[src/rtl/dispatch_scheduler.sv]
// dispatch_scheduler
//
// Pops one entry at a time from the Evac/Shelter/Food queue front-end and reserves
// one of four rescue teams for it. The captured entry is then offered downstream on
// a valid/ready handshake. Each team has an 8-bit mission timer. The timer is loaded
// on acceptance, and the team is freed when the timer expires or the team is
// returned early.
//
// Ports
//   Clock, Reset_Queue            clock and synchronous active-high reset
//   Enable                        permits a new dispatch to start from IDLE
//   Evac_Empty, Shelter_Valid,    queue status flags from the front-end
//   Food_Valid, Select_Shelter
//   Head_Zone, Head_Priority      current head entry (muxed evac-first upstream)
//   Serve                         one-cycle pop strobe back to the front-end
//   Dispatch_Valid/Ready          downstream offer handshake
//   Dispatch_Zone/Priority/       captured entry, source (00 food, 01 shelter,
//   Source/Team                   10 evac) and reserved team index
//   Team_Return, Team_Return_Id   early-return strobe for one team
//   Team_Busy, All_Busy           registered team occupancy
//   Dispatch_Count                accepted dispatches, saturating
module dispatch_scheduler #(
  parameter logic [7:0] MISSION_TIME = 8'd40
) (
  input  logic        Clock,
  input  logic        Reset_Queue,
  input  logic        Enable,
  input  logic        Evac_Empty,
  input  logic        Shelter_Valid,
  input  logic        Food_Valid,
  input  logic        Select_Shelter,
  input  logic [7:0]  Head_Zone,
  input  logic [1:0]  Head_Priority,
  output logic        Serve,
  output logic        Dispatch_Valid,
  input  logic        Dispatch_Ready,
  output logic [7:0]  Dispatch_Zone,
  output logic [1:0]  Dispatch_Priority,
  output logic [1:0]  Dispatch_Source,
  output logic [1:0]  Dispatch_Team,
  input  logic        Team_Return,
  input  logic [1:0]  Team_Return_Id,
  output logic [3:0]  Team_Busy,
  output logic        All_Busy,
  output logic [15:0] Dispatch_Count
);

  typedef enum logic [1:0] {StIdle, StServe, StOffer} state_e;

  state_e          state_q;
  logic [3:0]      busy_q, busy_d;
  logic [3:0][7:0] timer_q, timer_d;
  logic            all_busy_q;
  logic            valid_q;
  logic [7:0]      zone_q;
  logic [1:0]      prio_q;
  logic [1:0]      src_q;
  logic [1:0]      team_q;
  logic [15:0]     dispatch_count_q;

  logic       work;
  logic       free;
  logic [1:0] pick;
  logic       ret_ok;
  logic       accept;

  assign work   = ~Evac_Empty | Shelter_Valid | Food_Valid;
  assign free   = ~&busy_q;
  assign accept = (state_q == StOffer) & Dispatch_Ready;

  // A return aimed at the team still waiting in OFFER would free a team whose
  // mission has not started yet, so that case is ignored.
  assign ret_ok = Team_Return & busy_q[Team_Return_Id] &
                  ~((state_q == StOffer) & (team_q == Team_Return_Id));

  // Lowest-index free team. The loop runs downward so the lowest index wins.
  always_comb begin
    pick = 2'd0;
    for (int i = 3; i >= 0; i--) begin
      if (!busy_q[i]) pick = 2'(i);
    end
  end

  always_comb begin
    busy_d  = busy_q;
    timer_d = timer_q;
    for (int i = 0; i < 4; i++) begin
      if (timer_q[i] != 8'd0) begin
        timer_d[i] = timer_q[i] - 8'd1;
        if (timer_q[i] == 8'd1) busy_d[i] = 1'b0;
      end
    end
    // An expiry and a return on the same team and edge both clear it, so they
    // collapse to a single clear.
    if (ret_ok) begin
      busy_d[Team_Return_Id]  = 1'b0;
      timer_d[Team_Return_Id] = 8'd0;
    end
    // The reserved team sits at timer 0 and stays busy until acceptance.
    if ((state_q == StServe) && work) busy_d[pick] = 1'b1;
    if (accept) timer_d[team_q] = MISSION_TIME;
  end

  always_ff @(posedge Clock) begin
    if (Reset_Queue) begin
      state_q          <= StIdle;
      busy_q           <= 4'd0;
      timer_q          <= '0;
      all_busy_q       <= 1'b0;
      valid_q          <= 1'b0;
      zone_q           <= 8'd0;
      prio_q           <= 2'd0;
      src_q            <= 2'd0;
      team_q           <= 2'd0;
      dispatch_count_q <= 16'd0;
    end else begin
      busy_q     <= busy_d;
      timer_q    <= timer_d;
      all_busy_q <= &busy_d;
      unique case (state_q)
        StIdle: begin
          if (Enable && work && free) state_q <= StServe;
        end
        StServe: begin
          // Capture happens on the same edge as the pop, so head changes
          // made during IDLE cannot corrupt the captured entry.
          if (work) begin
            zone_q  <= Head_Zone;
            prio_q  <= Head_Priority;
            src_q   <= !Evac_Empty ? 2'b10 : (Select_Shelter ? 2'b01 : 2'b00);
            team_q  <= pick;
            valid_q <= 1'b1;
            state_q <= StOffer;
          end else begin
            state_q <= StIdle;
          end
        end
        StOffer: begin
          if (Dispatch_Ready) begin
            valid_q <= 1'b0;
            if (dispatch_count_q != 16'hFFFF) dispatch_count_q <= dispatch_count_q + 16'd1;
            state_q <= StIdle;
          end
        end
        default: state_q <= StIdle;
      endcase
    end
  end

  assign Serve             = (state_q == StServe) & work;
  assign Dispatch_Valid    = valid_q;
  assign Dispatch_Zone     = zone_q;
  assign Dispatch_Priority = prio_q;
  assign Dispatch_Source   = src_q;
  assign Dispatch_Team     = team_q;
  assign Team_Busy         = busy_q;
  assign All_Busy          = all_busy_q;
  assign Dispatch_Count    = dispatch_count_q;

endmodule

[config.mk]
export PLATFORM = sky130hd
export DESIGN_NAME = dispatch_scheduler
export DESIGN_NICKNAME = d
export VERILOG_FILES = /design/src/rtl/dispatch_scheduler.sv
export SDC_FILE = /design/constraint.sdc
export NUM_CORES = 1
export LEC_CHECK = 0
export BUFFER_PORTS_ARGS = -buffer_cell sky130_fd_sc_hd__buf_2
export CAP_MARGIN = 10
export CORE_MARGIN = 3
export CORE_UTILIZATION = 40
export CTS_CLUSTER_SIZE = 40
export DETAILED_ROUTE_END_ITERATION = 12
export HOLD_SLACK_MARGIN = 0.05
export MAX_ROUTING_LAYER = met4
export PLACE_DENSITY = 0.56
export SYNTH_ARGS = -nofsm -noshare
export SYNTH_HDL_FRONTEND = slang
export SYNTH_SLANG_ARGS = --single-unit
[constraint.sdc]
create_clock -name Clock -period 5.1 [get_ports Clock]
set_clock_uncertainty 0.1 [all_clocks]
set_input_delay 0.255 -clock Clock [delete_from_list [all_inputs] [get_ports Clock]]
set_output_delay 0.255 -clock Clock [all_outputs]
set_load 0.1 [all_outputs]
# Word-level counts from Yosys, hierarchy flattened
# Cells that the tools add are included.
# word_totals
regBits	70
input_bits	21
out_inout_bits	37
elab_cells	110
# op_classes
n_addsub	5
order_cmp	6
eq_ne	11
mux	39
bitwise	17
n_reduce_logical	19
# op_table
op	n
$mux W32	2
$mux W8	6
$and A32 B32 Y32	1
$demux W8 S2	2
$eq A8 B1 Y1 const B	4
$not A32 Y32	1
$reduce_bool A8 Y1	4
$sub A8 B1 Y8 const B	4
$and A24 B24 Y24	1
$not A24 Y24	1
$add A16 B1 Y16 const B	1
$mux W2	8
$ne A16 B16 Y1 const B	1
$mux W1	14
$lt A2 B3 Y1 const B	3
$mux W4	2
$or A8 B8 Y8	1
$reduce_and A4 Y1	2
$ge A2 B1 Y1 const B	3
$logic_and A1 B1 Y1	6
$ne A2 B2 Y1 const B	3
$pmux W2 S3	1
$reduce_and A3 Y1	2
$and A1 B1 Y1	5
other kinds (15)	19

# Logic depth before layout (Yosys ltp)
# depth
depth_word	11
depth_mapped	8
mapped_depth_nobuf	6

# Worst setup path after synthesis
# No wires, ideal clock.
# synth_timing
path_type	flip-flop to flip-flop
start	register dispatch_count_q[0] (netlist: Dispatch_Count[0])
end	register dispatch_count_q[1] (netlist: Dispatch_Count[1])
setup_time_ns	0.071
t_arrival_ns	2.477
t_required_ns	4.929
slack_ns	2.452
stages_incl_launch_ff	8
n_path_buf	2
period_less_slack_ns	2.648
cell_sequence	dfxtp_1 -> ha_1 -> nand4_1 -> nor4b_2 -> buf_2 -> buf_4 -> o21ai_0 -> a21oi_1
# synth_via
elab_chain_cells	2
elab_cells_between_ends	3
classes_between	1 x add/sub; 1 x eq/ne; 1 x reduce/logical
# synth_lines
item	line	rtl
start: declaration	59	logic [15:0] dispatch_count_q;
start signal: assignment	141	if (dispatch_count_q != 16'hFFFF) dispatch_count_q <= dispatch_count_q + 16'd1;
branches (longest 2 deep; another with $add A16 B1 Y16)	-	
# Several ways; the timed one is not identified.
# A chain may end at the register's enable or synchronous reset.

# Worst setup path in the final report
# layout_timing
start	input Evac_Empty
end	output Serve
# layout_via
elab_chain_cells	4
# layout_lines
item	line	rtl
start: declaration	28	input logic Evac_Empty,
$not A1 Y1	67	assign work = ~Evac_Empty | Shelter_Valid | Food_Valid;
$or A1 B1 Y1 (2 in a row)	67	
$and A1 B1 Y1	150	assign Serve = (state_q == StServe) & work;
end: declaration	34	output logic Serve,
# Every way passes these cells.

==> results by group <==
Clocking
  • CTS tree: built
  • Root buffer cell: sky130_fd_sc_hd__clkbuf_8
  • Skew-Pair Late Insertion Delay: 340 ps
  • Num CTS Buffers: 9
  • # clock sinks: 70
  • Number of H-tree branching levels: 3
  • Clock slew at reported path FFs: roughly 70 ps
  • Post-cts resize count: 0
  • Clock Tree Buf Depth: 2

Setup path
  • Worst Reg2Reg Path Length in Cells: 6
  • Ordered cell list for the critical path: dlygate4sd3_1 -> buf_2 -> nor3b_1 -> or2_2 -> inv_2 -> buf_2
  • Origin of the critical flop-to-flop path: Dispatch_Count[1]$_SDFFE_PP0P_
  • Arrival time at the worst endpoint: 2350 ps
  • Launching element type of the critical path: input port
  • Register-to-register path setup slack: between 2000 and 3000 ps
  • Cell with the largest stage delay on the worst path: sky130_fd_sc_hd__dlygate4sd3_1
  • Path type of the worst setup path: input port to output port
  • Required time of the worst setup path: around 4700 ps
  • CP Capture Type: output port
  • Maximum fanout encountered on the critical timing path: 18
  • FF-to-FF End: Dispatch_Count[3]$_SDFFE_PP0P_
  • Most frequent cell on the critical path: sky130_fd_sc_hd__buf_2
  • Stage delay of the slowest cell on the critical path: about 550 ps

Logic synthesis
  • Synthesized instance count: 396
  • Most used standard cells in the synthesized netlist: 70 x sky130_fd_sc_hd__dfxtp_1, 47 x sky130_fd_sc_hd__nand2_1, 33 x sky130_fd_sc_hd__nor2_1
  • Flip-flop and latch count after synthesis: 70
  • Net Count, Synth: 430
  • Number of flops mapped to enable cells by yosys: 0
  • Cell Area, Synth: around 0.0034 mm2
  • Average instance area after synthesis: 8.610 um2
  • Share of the synthesized area in the top cell type: between 40% and 50%
  • Most used flip-flop cell after synthesis: sky130_fd_sc_hd__dfxtp_1
  • Share of async-settable or async-resettable flops after synthesis: 0%
  • Synth cell types: 53
  • Leading post-synthesis cells by cell area: sky130_fd_sc_hd__dfxtp_1 41%, sky130_fd_sc_hd__nand2_1 5.2%, sky130_fd_sc_hd__xnor2_1 5.1%
  • Synth area leader: sky130_fd_sc_hd__dfxtp_1
  • Total of warnings raised by yosys: 0
  • Part of the Yosys area used for sequential elements: 41.10%
  • Library cell with the highest instance count after synthesis: sky130_fd_sc_hd__dfxtp_1

Die
  • Placeable Area: a little over 0.008 mm2
  • Area of the die: about 0.0097 mm2
  • Number of cell rows: 33
  • Die H: between 90 and 100 um
  • Starting Density: 41.29%
  • Number of ports placed on the die boundary: a little under 60
  • Chip width: roughly 100 um

Status
  • Status: finished, final reports clean

Place
  • Placed Instances: approximately 540
  • Detailed Place HPWL: approximately 5700 um
  • Weighted congestion reported at the end of routability-driven placement: a little under 0.8
  • Port-buffer cells: between 50 and 60
  • Pre-CTS setup slack: slightly below 3000 ps
  • Placed cell areas: ~0.0038 mm2

Flow run
  • Number of max-cap violations: 0

Route
  • Total Wirelength: 7996 um
  • Total met3 wirelength after detailed routing: roughly 320 um
  • DRC violations left: 0
  • Via density: 5.354
  • Post-DR wirelength/cell: ~14 um
  • First-pass detailed-route iteration total: 4
  • Detailed-routed wire length on met2: 3781 um
  • Number of nets still failing antenna checks after routing: 0
  • Number of violations reported at the end of detailed-routing iteration 0: 143
  • Vias after detailed routing: around 3000
  • Wire length on met1: ~3700 um
  • Highest metal layer used by the detailed router: met4

STA
  • Total of endpoints with negative setup slack in the final report: 0
  • Post-route fraction of the period consumed by the critical path: 53.11%
  • Final number of max-transition violations: 0
  • Rel. slew slack: between 40% and 50%
  • Worst Slack Setup Final: 2391 ps
  • Worst Tran Pin Value: about 880 ps
  • RSZ-0062 raised after global routing: false
  • Total negative slack for setup checks: 0 ps
  • Final count of hold timing violations: 0
  • Min Clock Period, post-route: between 2000 and 3000 ps
  • Timing-limited maximum frequency: around 370 MHz

Power and ir drop
  • Clock power share: a little under a quarter
  • P_sw: 0.7342 mW
  • Post-layout total power: 2.004 mW
  • Combinational share of power: between 30% and 40%
  • Ratio of total power to cell area: 495.8 mW/mm2
  • IR drop worst, VDD: a little over 0.0003 V
  • Internal power contribution: about 1.3 mW
  • Share of total power in sequential cells: 39.3%
  • Static Leakage: 1.581 nW
  • Sw frac: 36.63%

GRT
  • Global-route wire length before repair: 13700 um
  • Remaining Overflow, GRT: 0
  • Initial antenna violation count: 0
  • Pin count of the biggest net entering global routing: between 40 and 50
  • Via count of the first global-routing pass: a little under 3000
  • GRT Total Usage: between 15 and 20%

Hold path
  • Class of the tightest hold or removal check: input port to register
  • Hold Startpoint: Head_Zone[6]
  • Terminating pin of the worst hold path: Dispatch_Zone[6]$_SDFFE_PP0P_
  • Cell depth of the worst min-delay path: 3

Cells and area
  • Final design instance area without fill: roughly 0.0040 mm2
  • Share of layout cells above drive strength 1: 17.97%
  • Count of antenna diodes in the layout: 0
  • Post-layout instance count excluding filler cells: about 570
  • Layout-stage area growth over the synthesis result: 18.57%
  • Number of nets at the end of the flow: roughly 490
-- power groups by stage --
stage          sequential [mW]  combinational (mW)  clock [mW]
6_report                 0.788               0.764       0.452
2_1_floorplan            0.819               0.605           0
3_3_place_gp             0.798               0.747           0
5_1_grt                  0.811               0.872       0.495
4_1_cts                  0.788               0.773       0.467
3_5_place_dp             0.799               0.761           0
-- cell usage in the layout (no fill, tap or decap), types with 6 or more instances in the layout --
| master | Yosys | layout |
|---|---|---|
| sky130_fd_sc_hd__a21oi_1 | 32 | 32 |
| sky130_fd_sc_hd__buf_2 | 6 | 57 |
| sky130_fd_sc_hd__clkbuf_8 | 0 | 11 |
| sky130_fd_sc_hd__dfxtp_1 | 70 | 70 |
| sky130_fd_sc_hd__dlygate4sd3_1 | 0 | 8 |
| sky130_fd_sc_hd__ha_1 | 13 | 13 |
| sky130_fd_sc_hd__inv_1 | 12 | 12 |
| sky130_fd_sc_hd__nand2_1 | 47 | 47 |
| sky130_fd_sc_hd__nand3_1 | 10 | 10 |
| sky130_fd_sc_hd__nand4_1 | 6 | 6 |
| sky130_fd_sc_hd__nor2_1 | 33 | 33 |
| sky130_fd_sc_hd__nor3_1 | 15 | 15 |
| sky130_fd_sc_hd__o21ai_0 | 13 | 13 |
| sky130_fd_sc_hd__o31ai_1 | 11 | 11 |
| sky130_fd_sc_hd__or3_1 | 7 | 7 |
| sky130_fd_sc_hd__or4_1 | 10 | 10 |
| sky130_fd_sc_hd__xnor2_1 | 20 | 20 |
| sky130_fd_sc_hd__xor2_1 | 9 | 9 |
-- state kept, by name, summed over array words and instances (netlist names) --
register,count
Team_Busy,4
state_q,2
Dispatch_Valid,1
All_Busy,1
Dispatch_Count,16
timer_q,32
Dispatch_Priority,2
Dispatch_Zone,8
Dispatch_Team,2
Dispatch_Source,2
-- worst max path at each step --
stage,startpoint,end,depth (start not counted),slack (ps)
final,Evac_Empty,Serve,6,2390
after global routing,Evac_Empty,Serve,6,2290
after CTS,Evac_Empty,Serve,6,2420
after detailed placement,Evac_Empty,Serve,5,2970
after global placement,Evac_Empty,Serve,5,3000
after floorplan,Dispatch_Count[0]$_SDFFE_PP0P_,Dispatch_Count[1]$_SDFFE_PP0P_,7,2450
-- what timing repair did --
action                                 in CTS  in global routing
buffers inserted                            0                  0
endpoints found under the hold margin       8                  0
hold buffers                                8                  0
-- logic make-up after synthesis --
kind of cell,after synthesis,share of synthesized area (%)
buf+inv,29,3.523
fa+ha+maj,13,4.771
compound gates,83,15.63
simple gates,172,27.52
xor+xnor,29,7.450
flops,70,41.10
-- per-stage QoR --
step	util, %	hold slack, ps
final	48.95	70.62
after global routing	48.95	66.70
after CTS	48.95	54.81
after detailed placement	45.56	345.6
after global placement	45.56	337.9
after floorplan	-	250.8
-- area by class of cell --
type                            instances  area [um2]
Fill cell                             846        4215
Multi-Input combinational cell        297        1888
Sequential cell                        70        1401
Timing Repair Buffer                   66       372.9
Clock buffer                           12       155.1
Tap cell                              105       131.4
Inverter                               13       48.80
Clock inverter                          4       45.04
-- critical path, delay by kind of cell --
family / cells / cell delay, ps
buffers and inverters: 4 / 1480
AND/OR/NAND/NOR: 2 / 610
-- metal layers --
layer,vias up,track usage (%)
li1,1560,-
met1,1408,21.84
met2,55,27.77
met3,13,4.929
met4,0,5.987
met5,-,-
No activity file was read; power rests on OpenSTA's default activity.
